===== src/rtl/ex_wb_stage.sv =====
// EX/WB pipeline register and writeback stage for the 8-bit shift/move pipeline.
// Drives the register-file write port, EX forwarding selects and a retired-write counter.
module ex_wb_stage #(
  parameter int DATA_W = 8,
  parameter int ADDR_W = 3,
  parameter int CNT_W  = 16
) (
  input  logic              clk,
  input  logic              reset,
  input  logic              stall,
  input  logic              flush,
  input  logic [DATA_W-1:0] ALU_out,
  input  logic [DATA_W-1:0] EX_WB_Rsdata_in,
  input  logic [ADDR_W-1:0] EX_WB_Rd_in,
  input  logic              EX_WB_write_mux_in,
  input  logic              EX_WB_regWrite_in,
  input  logic [ADDR_W-1:0] EX_ID_Rs_out,
  input  logic [ADDR_W-1:0] EX_ID_Rd_out,
  output logic [DATA_W-1:0] WB_mux_out,
  output logic              rf_we,
  output logic [ADDR_W-1:0] rf_waddr,
  output logic [DATA_W-1:0] rf_wdata,
  output logic [1:0]        ctrl,
  output logic [CNT_W-1:0]  retire_cnt
);

  logic              valid_q;
  logic              reg_write_q;
  logic              write_mux_q;
  logic [ADDR_W-1:0] rd_q;
  logic [DATA_W-1:0] alu_q;
  logic [DATA_W-1:0] rs_q;
  logic [CNT_W-1:0]  retire_cnt_q;
  logic              hit;

  always_ff @(posedge clk) begin
    if (reset) begin
      valid_q      <= 1'b0;
      reg_write_q  <= 1'b0;
      write_mux_q  <= 1'b0;
      rd_q         <= '0;
      alu_q        <= '0;
      rs_q         <= '0;
      retire_cnt_q <= '0;
    end else begin
      // The WB instruction completes even when a bubble is flushed in behind it.
      if (rf_we && !stall)
        retire_cnt_q <= retire_cnt_q + CNT_W'(1);
      if (flush) begin
        valid_q     <= 1'b0;
        reg_write_q <= 1'b0;
        write_mux_q <= 1'b0;
        rd_q        <= '0;
        alu_q       <= '0;
        rs_q        <= '0;
      end else if (!stall) begin
        valid_q     <= 1'b1;
        reg_write_q <= EX_WB_regWrite_in;
        write_mux_q <= EX_WB_write_mux_in;
        rd_q        <= EX_WB_Rd_in;
        alu_q       <= ALU_out;
        rs_q        <= EX_WB_Rsdata_in;
      end
    end
  end

  assign hit        = valid_q & reg_write_q;
  assign WB_mux_out = write_mux_q ? alu_q : rs_q;
  assign rf_we      = hit;
  assign rf_waddr   = rd_q;
  assign rf_wdata   = WB_mux_out;
  assign ctrl       = {hit & (rd_q == EX_ID_Rd_out), hit & (rd_q == EX_ID_Rs_out)};
  assign retire_cnt = retire_cnt_q;

endmodule


===== config.mk =====
export PLATFORM = sky130hd
export DESIGN_NAME = ex_wb_stage
export DESIGN_NICKNAME = d
export VERILOG_FILES = /design/src/rtl/ex_wb_stage.sv
export SDC_FILE = /design/constraint.sdc
export NUM_CORES = 1
export LEC_CHECK = 0
export BUFFER_PORTS_ARGS = -buffer_cell sky130_fd_sc_hd__buf_2
export CAP_MARGIN = 20
export CORE_ASPECT_RATIO = 0.6
export CORE_UTILIZATION = 35
export CTS_CLUSTER_SIZE = 30
export DETAILED_ROUTE_END_ITERATION = 12
export PLACE_DENSITY = 0.68
export REMOVE_ABC_BUFFERS = 1
export SYNTH_ARGS = -nofsm -noshare
export SYNTH_HDL_FRONTEND = slang
export SYNTH_SLANG_ARGS = --single-unit

===== constraint.sdc =====
create_clock -name clk -period 1.45 [get_ports clk]
set_input_delay 0 -clock clk [delete_from_list [all_inputs] [get_ports clk]]
set_output_delay 0 -clock clk [all_outputs]
set_load 0.05 [all_outputs]

Word level (Yosys, flattened, before mapping). Cells that the tools add are included.

$add $sub $neg: 1. Reductions and logical operators: 3. Equal/unequal tests: 2. Muxes and demuxes: 1. Bitwise operators: 3.

Operators with widths (number): 16-bit by 1-bit adder with 16-bit output (second input constant) (1); 8-bit two-way mux (1); 3-bit equality test (2); 1-bit bitwise AND (3); 2-bit OR reduction (1); 1-bit logical AND (1); 1-bit logical NOT (1).

Logic and storage cells: 17. Input bits: 31. Output and inout bits: 38. Bits in registers: 38.

Logic depth before layout (Yosys ltp). Gate-level depths: netlist of the first run.

Depth in word-level cells: 2. Depth in mapped cells: 7.

Worst setup path before layout of the first run. Ideal clock, no wire load.

Path type: reg2out. Start: register rd_q[2] (netlist: rf_waddr[2]). End: output port ctrl[0]. Data arrival time: 2355 ps. Path slack: -905 ps. Path buffers: 0. Cell stages (with the launch flop): 3. Data required time: 1450 ps. Path through: dfxtp_1 xor2_1 nor4_1.

Cells in the longest elaborated chain, start to end: 2.

RTL lines: start: declaration (line 30) `logic [ADDR_W-1:0] rd_q;`; start signal: assignment (line 60) `rd_q <= EX_WB_Rd_in;`; 3-bit equality test (line 72) `assign ctrl = {hit & (rd_q == EX_ID_Rd_out), hit & (rd_q == EX_ID_Rs_out)};`; 1-bit bitwise AND (line 72); end: declaration (line 23) `output logic [1:0] ctrl,`.

Every way passes these cells.

Final worst setup path of the first run.
Start: register retire_cnt_q[2] (netlist: retire_cnt[2]). End: register retire_cnt_q[15] (netlist: retire_cnt[15]).

Cells in the longest elaborated chain, start to end: 1.

RTL lines: start: declaration (line 33) `logic [CNT_W-1:0] retire_cnt_q;`; start signal: assignment (line 48) `retire_cnt_q <= retire_cnt_q + CNT_W'(1);`; 16-bit by 1-bit adder with 16-bit output (line 48).

Every way passes these cells. A chain may end at the register's enable or synchronous reset.

==> results.sh, run 1 <==
export IMPL_critical_path_class="register to register"
export IMPL_status="finished, final reports clean"
export IMPL_drive_above_1_share=0.4770
export IMPL_utilization=0.5655
export IMPL_routed_wirelength_microns=4354
export IMPL_finalCriticalPeriod_ps=1401
export IMPL_fin_nets=314
export IMPL_track_usage=0.1811
export IMPL_n_antenna_cell=0
export IMPL_period_share=0.9664
export IMPL_port_buffers=68
export IMPL_fp_coreArea_sq_um=4659
export IMPL_yosys_warnings=0
export IMPL_drc=0
export IMPL_grt_pass1_wl_microns=7445
export IMPL_syn2layout_area_growth_pct=52.28
export IMPL_power_density_nw_per_um2=922.2
export IMPL_fillCellCount=463
export IMPL_worst_hold_path_type="input pin to register"
export IMPL_synth_distinct_cells=28
export IMPL_mostFrequentLayoutCell="buf_2"
export IMPL_yosys_area_share_simple=0.1829
export IMPL_dr_pass1_iters=4
export IMPL_switchingPower_uw=547.0
export IMPL_hp_start="reset"
export IMPL_peakVddDrop_mv=0.5366
export IMPL_ys_ff_latch=38
export IMPL_crit_arrival_ps=1620
export IMPL_dp_hpwl_microns=2940
export IMPL_start_util=0.3714
export IMPL_final_cell_mix="buf_2, nor2_1, dfxtp_1"
export IMPL_vias_per_cell=4.566
export IMPL_synth_top_family_by_area="simple AND/OR/NAND/NOR gates"
export IMPL_end_kind="register"
export IMPL_yosys_mux_area_fraction=0.1735
export IMPL_clockBufferDepth=2
export IMPL_final_cell_count_no_fill=346
export IMPL_p_total_uw=2430
export IMPL_gr_total_overflow=0
export IMPL_path_clk_slew_ps=80
export IMPL_swShare=0.2251
export IMPL_cap_violations=0
export IMPL_dp_cells=315
export IMPL_p_int_uw=1883
export IMPL_die_h_microns=56.47
export IMPL_timing_rr_start="retire_cnt[2]"
export IMPL_max_freq_mhz=713.7
export IMPL_ios=69
export IMPL_first_iter_violations=55
export IMPL_wl_per_cell_microns=12.58
export IMPL_ys_flop_type="dfxtp_1"
export IMPL_synthesis_instances=182
export IMPL_comb_power_share=0.118
export IMPL_relSlewSlack=0.7434
export IMPL_p_seq_frac=0.444
export IMPL_antenna_found_initial=0
export IMPL_synth_cell_area_sq_um=1730
export IMPL_worst_pin_slew_ps=384.9
export IMPL_rows=19
export IMPL_fp_dieW_microns=92.78
export IMPL_dieArea_sq_um=5239
export IMPL_p_leak_uw=0.001282
export IMPL_whs_ps=107.0
export IMPL_postRouteAntennaNets=0
export IMPL_htreeDepth=2
export IMPL_cts_buffers=5
export IMPL_synthXorXnorAreaFrac=0.06580
export IMPL_path_max_fanout=4
export IMPL_maxSlewViolCount=0
export IMPL_clock_latency_ps=280
export IMPL_synth_avg_cell_area_sq_um=9.508
export IMPL_p_clk_frac=0.438
export IMPL_setup_tns_ps=0
export IMPL_cp_required_ps=1670
export IMPL_cts_tree="yes"
export IMPL_crit_start="retire_cnt[2]"
export IMPL_clock_sinks=38
export IMPL_grt_max_degree=25
export IMPL_yosysSeqAreaShare=0.4396
export IMPL_synth_compound_area_frac=0.05640
export IMPL_cts_root_buf="clkbuf_8"
export IMPL_worstSetupStartpointType="register"
export IMPL_synth_edf_count=0
export IMPL_synth_adder_area_share=0.007231
export IMPL_vias=1580
export IMPL_grt_pass1_vias=1584
export IMPL_finalHoldViolCount=0
export IMPL_skew_ps=5.612
export IMPL_setup_viol=0
export IMPL_synth_async_reset_ratio=0
export IMPL_gp_congestion=0.7640
[path summary, 6_finish.rpt]
check              endpoint  slack, ps  depth (start not counted)
min reg2reg        alu_q[5]        490                          2
min           retire_cnt[5]        110                          3
max reg2reg  retire_cnt[15]         50                          4
max          retire_cnt[15]         50                          4
[flip-flops by register name, summed over array words and instances, names as in the netlist]
name	cells
reg_write_q	1
valid_q	1
retire_cnt	16
write_mux_q	1
rs_q	8
alu_q	8
rf_waddr	3
[cell type report]
cell class / count / area [sq um] / share of cell area
inverters: 2 / 7.507 / 0.002849
repair buffers: 112 / 739.5 / 0.2806
flip-flops and latches: 38 / 775.7 / 0.2944
clock buffers: 5 / 68.82 / 0.02612
well taps: 63 / 78.83 / 0.02991
multi-input cells: 123 / 895.9 / 0.3400
clock inverters: 3 / 68.82 / 0.02612
[cell families (layout without fill, tap and decap cells)]
family / count (synthesis) / after routing
fa+ha+maj: 1 / 1
simple gates: 61 / 61
buf+inv: 21 / 122
mux: 29 / 29
xor+xnor: 13 / 13
compound gates: 19 / 19
flops: 38 / 38
[worst max-delay path, stage by stage, from the launching register on]
cell	delay (ps)
dfxtp_2	330
and4b_1	260
nand3_2	140
or4_4	500
a21oi_2	120
[through the flow]
stage          instance area (sq um)  setup slack, ps
2_1_floorplan                   1609           -904.5
3_3_place_gp                    2186            4.188
3_5_place_dp                    2186           -32.01
4_1_cts                         2547           -15.75
5_1_grt                         2635           -10.58
6_report                        2635            48.78
[synth_stat cells, drive strengths merged, types with 2 or more instances]
cell type	instances	area, sq um
nand3	6	30.03
o21ai	8	40.04
xor2	12	105.1
inv	2	7.510
nor4	2	12.51
nand2	7	26.28
clkbuf	7	26.28
dfxtp	38	760.7
nor2	28	105.1
nand4	4	40.04
or3	7	45.05
a21oi	10	50.05
mux2i	21	210.2
mux2	8	90.09
and4	2	17.52
buf	12	95.08
[layer usage]
| metal | part of all wire | vias to the layer above | global-route usage |
|---|---|---|---|
| met5 | 0 | - | 0 |
| met3 | 0.046 | 4 | 0.03930 |
| met4 | 0.0087 | 0 | 0.04615 |
| met1 | 0.49 | 718 | 0.2506 |
| met2 | 0.45 | 42 | 0.2857 |
| li1 | - | 816 | - |
[power by group through the flow]
| stage | clock network [uW] | registers [uW] | logic [uW] |
|---|---|---|---|
| floorplan | 0 | 1110 | 129 |
| global route | 1160 | 1080 | 310 |
| global placement | 0 | 1100 | 236 |
| finish | 1060 | 1080 | 287 |
| detailed placement | 0 | 1100 | 239 |
| CTS | 1100 | 1080 | 282 |
[repair_timing]
| action | 4_1_cts | 5_1_grt |
|---|---|---|
| endpoints found under the hold margin | 21 | 0 |
| endpoints found under the setup margin | 19 | 8 |
| hold buffers | 21 | 0 |
| gates cloned | 0 | 0 |
| pin swaps | 1 | 8 |
| gates resized for setup | 9 | 25 |
| buffers inserted | 0 | 2 |
Note: power is estimated with default switching activity, not from simulation.
==> run 2: changes to the inputs <==
Settings changed: CORE_UTILIZATION 35 to 43, PLACE_DENSITY 0.68 to 0.8, SLEW_MARGIN set to 10.
==> run 2 against run 1 <==
  * The run now ends with DRC, setup timing left
  * Sequential share of layout area increased by 0.41 points
  * Worst hold slack improved by 9.5 ps
  * Critical endpoint unchanged
  * Critical path type unchanged
  * Clock skew shrank 1.5 ps
  * Sequential cell count stayed put
  * Global-route usage grew 3.6 points
  * Routed wire length rose by 3.9%
  * Register-to-register slack got worse by 50 ps
  * Largest cell class unchanged
==> results.sh, run 2 (synthesis gave the netlist of run 1 again) <==
export IMPL_largest_reg_flops=16
export IMPL_p_leak_uw=0.001260
export IMPL_vias_per_cell=5.039
export IMPL_worst_slack_ps=-4.924
export IMPL_final_cell_count_no_fill=331
export IMPL_final_cell_mix="buf_2, dfxtp_1, nor2_1"
export IMPL_clockBufferDepth=2
export IMPL_mostFrequentLayoutCell="buf_2"
export IMPL_rows=17
export IMPL_finalCriticalPeriod_ps=1455
export IMPL_cap_violations=0
export IMPL_ios=69
export IMPL_path_max_fanout=5
export IMPL_cts_tree="yes"
export IMPL_cts_root_buf="clkbuf_8"
export IMPL_fp_dieW_microns=83.90
export IMPL_crit_slowest_cell="or4_1"
export IMPL_period_share=1.003
export IMPL_maxSlewViolCount=0
export IMPL_dieArea_sq_um=4290
export IMPL_crit_arrival_ps=1670
export IMPL_die_h_microns=51.14
export IMPL_gr_total_overflow=0
export IMPL_finalHoldViolCount=0
export IMPL_end_kind="register"
export IMPL_dr_pass1_iters=9
export IMPL_port_buffers=68
export IMPL_first_iter_violations=41
export IMPL_routed_wirelength_microns=4522
export IMPL_cp_required_ps=1670
export IMPL_skew_ps=4.115
export IMPL_clock_latency_ps=280
export IMPL_violations="DRC, setup timing"
export IMPL_clock_sinks=38
export IMPL_crit_buf_inv=0
export IMPL_grt_max_degree=25
export IMPL_wl_per_cell_microns=13.66
export IMPL_n_antenna_cell=0
export IMPL_relSlewSlack=0.7482
export IMPL_postRouteAntennaNets=0
export IMPL_power_density_nw_per_um2=819.7
export IMPL_status="finished with violations"
export IMPL_track_usage=0.2168
export IMPL_peakVddDrop_mv=0.4457
export IMPL_syn2layout_area_growth_pct=49.24
export IMPL_htreeDepth=2
export IMPL_gp_congestion=0.8188
export IMPL_grt_pass1_wl_microns=7189
export IMPL_dp_cells=299
export IMPL_fin_nets=315
export IMPL_worst_hold_path_type="input pin to register"
export IMPL_crit_chain="and4b_2 > nand3_4 > or4_1 > a21oi_2"
export IMPL_grt_setup_unrepaired="yes"
export IMPL_antenna_found_initial=0
export IMPL_critical_path_class="register to register"
export IMPL_p_total_uw=2117
export IMPL_fp_coreArea_sq_um=3765
export IMPL_utilization=0.6859
export IMPL_cts_buffers=5
export IMPL_rrSetupSlack_ps=-5
export IMPL_max_freq_mhz=687.3
export IMPL_whs_ps=116.5
export IMPL_drc=8
export IMPL_grt_pass1_vias=1531
export IMPL_path_clk_slew_ps=80
export IMPL_worst_pin_slew_ps=377.7
export IMPL_worstSetupStartpointType="register"
export IMPL_drive_above_1_share=0.4648
export IMPL_dp_hpwl_microns=2945
export IMPL_setup_viol=1
export IMPL_fillCellCount=325
export IMPL_max_stage_delay_ps=510
export IMPL_vias=1668
export IMPL_start_util=0.4596
export IMPL_path_delay_family="simple AND/OR/NAND/NOR gates"
## run 2: changes by cell type in the layout (fill, tap and decap cells not counted), moves of 2 or more
cell / previous run / this run
dfxtp_2: 12 / 8
bufinv_16: 2 / 0
nand2_2: 2 / 0
dfxtp_1: 26 / 30
nand2_1: 5 / 7
## run 2: worst register-to-register path, cell delays in order (launching register included)
cell     delay [ps]
dfxtp_2         330
and4b_2         290
nand3_4         110
or4_1           510
a21oi_2         140
## run 2: worst paths after layout
| kind | from | cells past startpoint | end |
|---|---|---|---|
| setup reg to reg | valid_q | 4 | retire_cnt[15] |
| hold / removal | reset | 3 | retire_cnt[14] |
| hold reg to reg | alu_q[3] | 2 | alu_q[3] |
| setup / recovery | valid_q | 4 | retire_cnt[15] |
## run 2: layout make-up
cell class | instances | area, sq um | area share
repair buffers | 113 | 747.0 | 0.2892
clock buffers | 7 | 86.33 | 0.03343
well taps | 47 | 58.81 | 0.02277
flip-flops and latches | 38 | 770.7 | 0.2984
inverters | 2 | 7.507 | 0.002907
multi-input cells | 123 | 907.1 | 0.3513
clock inverters | 1 | 5.005 | 0.001938
## run 2: routing by layer
metal,wire [microns],global-route usage,vias to the layer above
met5,0,0,-
met4,44,0.05172,0
met3,193,0.05008,6
met2,2198,0.3634,54
met1,2086,0.2867,787
li1,-,-,821
## run 2: power by group
| group | internal [uW] | switching [uW] |
|---|---|---|
| Combinational | 130 | 156 |
| Sequential | 1060 | 14.7 |
| Clock | 384 | 368 |
## run 2: timing repair
item	4_1_cts	5_1_grt
hold buffers	21	0
endpoints found under the setup margin	22	8
gates resized for setup	11	21
buffers inserted	2	1
endpoints found under the hold margin	21	0
gates cloned	0	0
pin swaps	5	8
## run 2: metrics by stage
step / TNS (ps) / worst slack (ps) / area (sq um)
detailed placement: -169.4 / -86.40 / 2166
floorplan: -5069 / -904.5 / 1609
CTS: -5.511 / -5.511 / 2505
global placement: 0 / 12.04 / 2166
global route: -173.2 / -39.41 / 2582
finish: -4.924 / -4.924 / 2582
==> run 3: changes to the inputs <==
Settings changed: CORE_UTILIZATION 43 to 48, PLACE_DENSITY 0.8 to 0.84.
Clock period 1.45 ns to 1.4 ns, I/O delays scaled along.
==> run 3 against run 2 <==
  * The run ends with setup timing left
  * Sequential cell count stayed put
  * Sequential power increased by 4%
  * Routed wire length decreased by 4.4%
  * Global-route usage grew 1.6 points
  * Clock power fell by 9.4%
  * Critical path type unchanged
  * Critical endpoint is now retire_cnt[13]
==> results.sh, run 3 (synthesis gave the netlist of run 1 again) <==
export IMPL_wl_met1_microns=1980
export IMPL_wl_per_cell_microns=13.18
export IMPL_timing_rr_start="retire_cnt[6]"
export IMPL_power_density_nw_per_um2=814.2
export IMPL_postRouteAntennaNets=0
export IMPL_violations="setup timing"
export IMPL_critical_path_class="register to register"
export IMPL_cts_tree="yes"
export IMPL_finalHoldViolCount=0
export IMPL_gp_congestion=0.8218
export IMPL_clockBufferDepth=2
export IMPL_cts_buffers=5
export IMPL_rrSetupSlack_ps=-20
export IMPL_vias_per_cell=4.896
export IMPL_p_leak_uw=0.001255
export IMPL_p_seq_frac=0.532
export IMPL_dr_pass1_iters=4
export IMPL_comb_power_share=0.144
export IMPL_routed_wirelength_microns=4322
export IMPL_largest_reg_flops=16
export IMPL_path_max_fanout=4
export IMPL_peakVddDrop_mv=0.5977
export IMPL_die_h_microns=48.51
export IMPL_drive_above_1_share=0.4806
export IMPL_end_kind="register"
export IMPL_swShare=0.2479
export IMPL_period_share=1.012
export IMPL_gr_total_overflow=0
export IMPL_grt_max_degree=25
export IMPL_crit_start="retire_cnt[6]"
export IMPL_fin_nets=315
export IMPL_finalCriticalPeriod_ps=1416
export IMPL_worstSetupStartpointType="register"
export IMPL_crit_arrival_ps=1620
export IMPL_cts_root_buf="clkbuf_8"
export IMPL_clock_latency_ps=280
export IMPL_whs_ps=141.4
export IMPL_mostFrequentLayoutCell="buf_2"
export IMPL_vias=1606
export IMPL_max_freq_mhz=706.0
export IMPL_crit_path_end="retire_cnt[13]"
export IMPL_r2r_end="retire_cnt[13]"
export IMPL_utilization=0.7710
export IMPL_switchingPower_uw=520.2
export IMPL_dpl_cell_area_sq_um=2171
export IMPL_grt_pass1_wl_microns=6941
export IMPL_antenna_found_initial=0
export IMPL_first_iter_violations=41
export IMPL_cp_required_ps=1610
export IMPL_wl_met2_microns=2147
export IMPL_fp_coreArea_sq_um=3343
export IMPL_grt_pass1_vias=1548
export IMPL_route_met3_wl_microns=182
export IMPL_drc=0
export IMPL_top_layer_used="met4"
export IMPL_skew_ps=4.521
export IMPL_start_util=0.5176
export IMPL_final_cell_mix="buf_2, nor2_1, dfxtp_1"
export IMPL_worst_pin_slew_ps=380.1
export IMPL_grt_setup_unrepaired="yes"
export IMPL_status="finished with violations"
export IMPL_port_buffers=68
export IMPL_dp_hpwl_microns=2751
export IMPL_maxSlewViolCount=0
export IMPL_design_area_sq_um=2577
export IMPL_htreeDepth=2
export IMPL_clock_sinks=38
export IMPL_p_int_uw=1578
export IMPL_fillCellCount=245
export IMPL_track_usage=0.2328
export IMPL_ios=69
export IMPL_fp_dieW_microns=79.52
export IMPL_relSlewSlack=0.7466
export IMPL_r2r_cells=5
export IMPL_worst_hold_path_type="input pin to register"
export IMPL_p_clk_frac=0.325
export IMPL_n_antenna_cell=0
export IMPL_cap_violations=0
export IMPL_rows=16
export IMPL_syn2layout_area_growth_pct=48.95
export IMPL_dieArea_sq_um=3857
export IMPL_path_clk_slew_ps=70
export IMPL_worst_slack_ps=-16.45
export IMPL_setup_viol=1
[run 3: cell count changes in the layout (fill, tap and decap cells not counted), sizes merged]
cell	previous run	this run
clkinv	1	0
[run 3: power by group through the flow]
| stage | sequential, uW | combinational, uW | clock [uW] |
|---|---|---|---|
| final | 1120 | 302 | 681 |
| after global routing | 1120 | 322 | 744 |
| after CTS | 1120 | 292 | 694 |
| after detailed placement | 1140 | 247 | 0 |
| after global placement | 1140 | 242 | 0 |
| after floorplan | 1150 | 133 | 0 |
[run 3: worst min-delay path by stage]
stage / slack, ps / from / to / cells after the start
final: 140 / reset / retire_cnt[5] / 3
after floorplan: 70 / reset / retire_cnt[10] / 1
after detailed placement: 240 / EX_WB_Rsdata_in[1] / rs_q[1] / 3
after global routing: 160 / reset / retire_cnt[5] / 3
after global placement: 230 / EX_WB_Rsdata_in[2] / rs_q[2] / 3
after CTS: 120 / reset / retire_cnt[5] / 3
[run 3: layout make-up]
| class | instances | area [sq um] | area share |
|---|---|---|---|
| clock buffers | 7 | 76.32 | 0.02961 |
| inverters | 2 | 7.507 | 0.002913 |
| multi-input cells | 123 | 910.9 | 0.3534 |
| flip-flops and latches | 38 | 779.5 | 0.3024 |
| well taps | 45 | 56.30 | 0.02184 |
| repair buffers | 113 | 747.0 | 0.2898 |
[run 3: per-layer routing]
metal  global-route usage  vias to the layer above
li1                     -                      818
met1               0.2908                      739
met2               0.4031                       45
met3              0.05094                        4
met4              0.06364                        0
met5                    0                        -
[run 3: what timing repair did]
item                                    4_1_cts  5_1_grt
hold buffers                                 21        0
endpoints found under the setup margin       26       12
setup buffers                                 0        2
resized for setup                            14       23
pin swaps                                     4       13
endpoints found under the hold margin        21        0
[run 3: worst max-delay path: stages (launching register included)]
cell	delay [ps]
dfxtp_2	330
and4_4	260
nand4_4	130
buf_6	150
or3_1	350
a21oi_1	140
[run 3: stage by stage]
| stage | power (uW) | instances | setup WS, ps | TNS, ps |
|---|---|---|---|---|
| 6_report | 2098 | 328 | -16.45 | -16.45 |
| 5_1_grt | 2183 | 328 | -43.53 | -208.0 |
| 4_1_cts | 2104 | 326 | -13.45 | -30.53 |
| 3_5_place_dp | 1389 | 298 | -64.16 | -197.8 |
| 3_3_place_gp | 1383 | 298 | -35.02 | -43.88 |
| 2_1_floorplan | 1282 | 163 | -954.5 | -5757 |
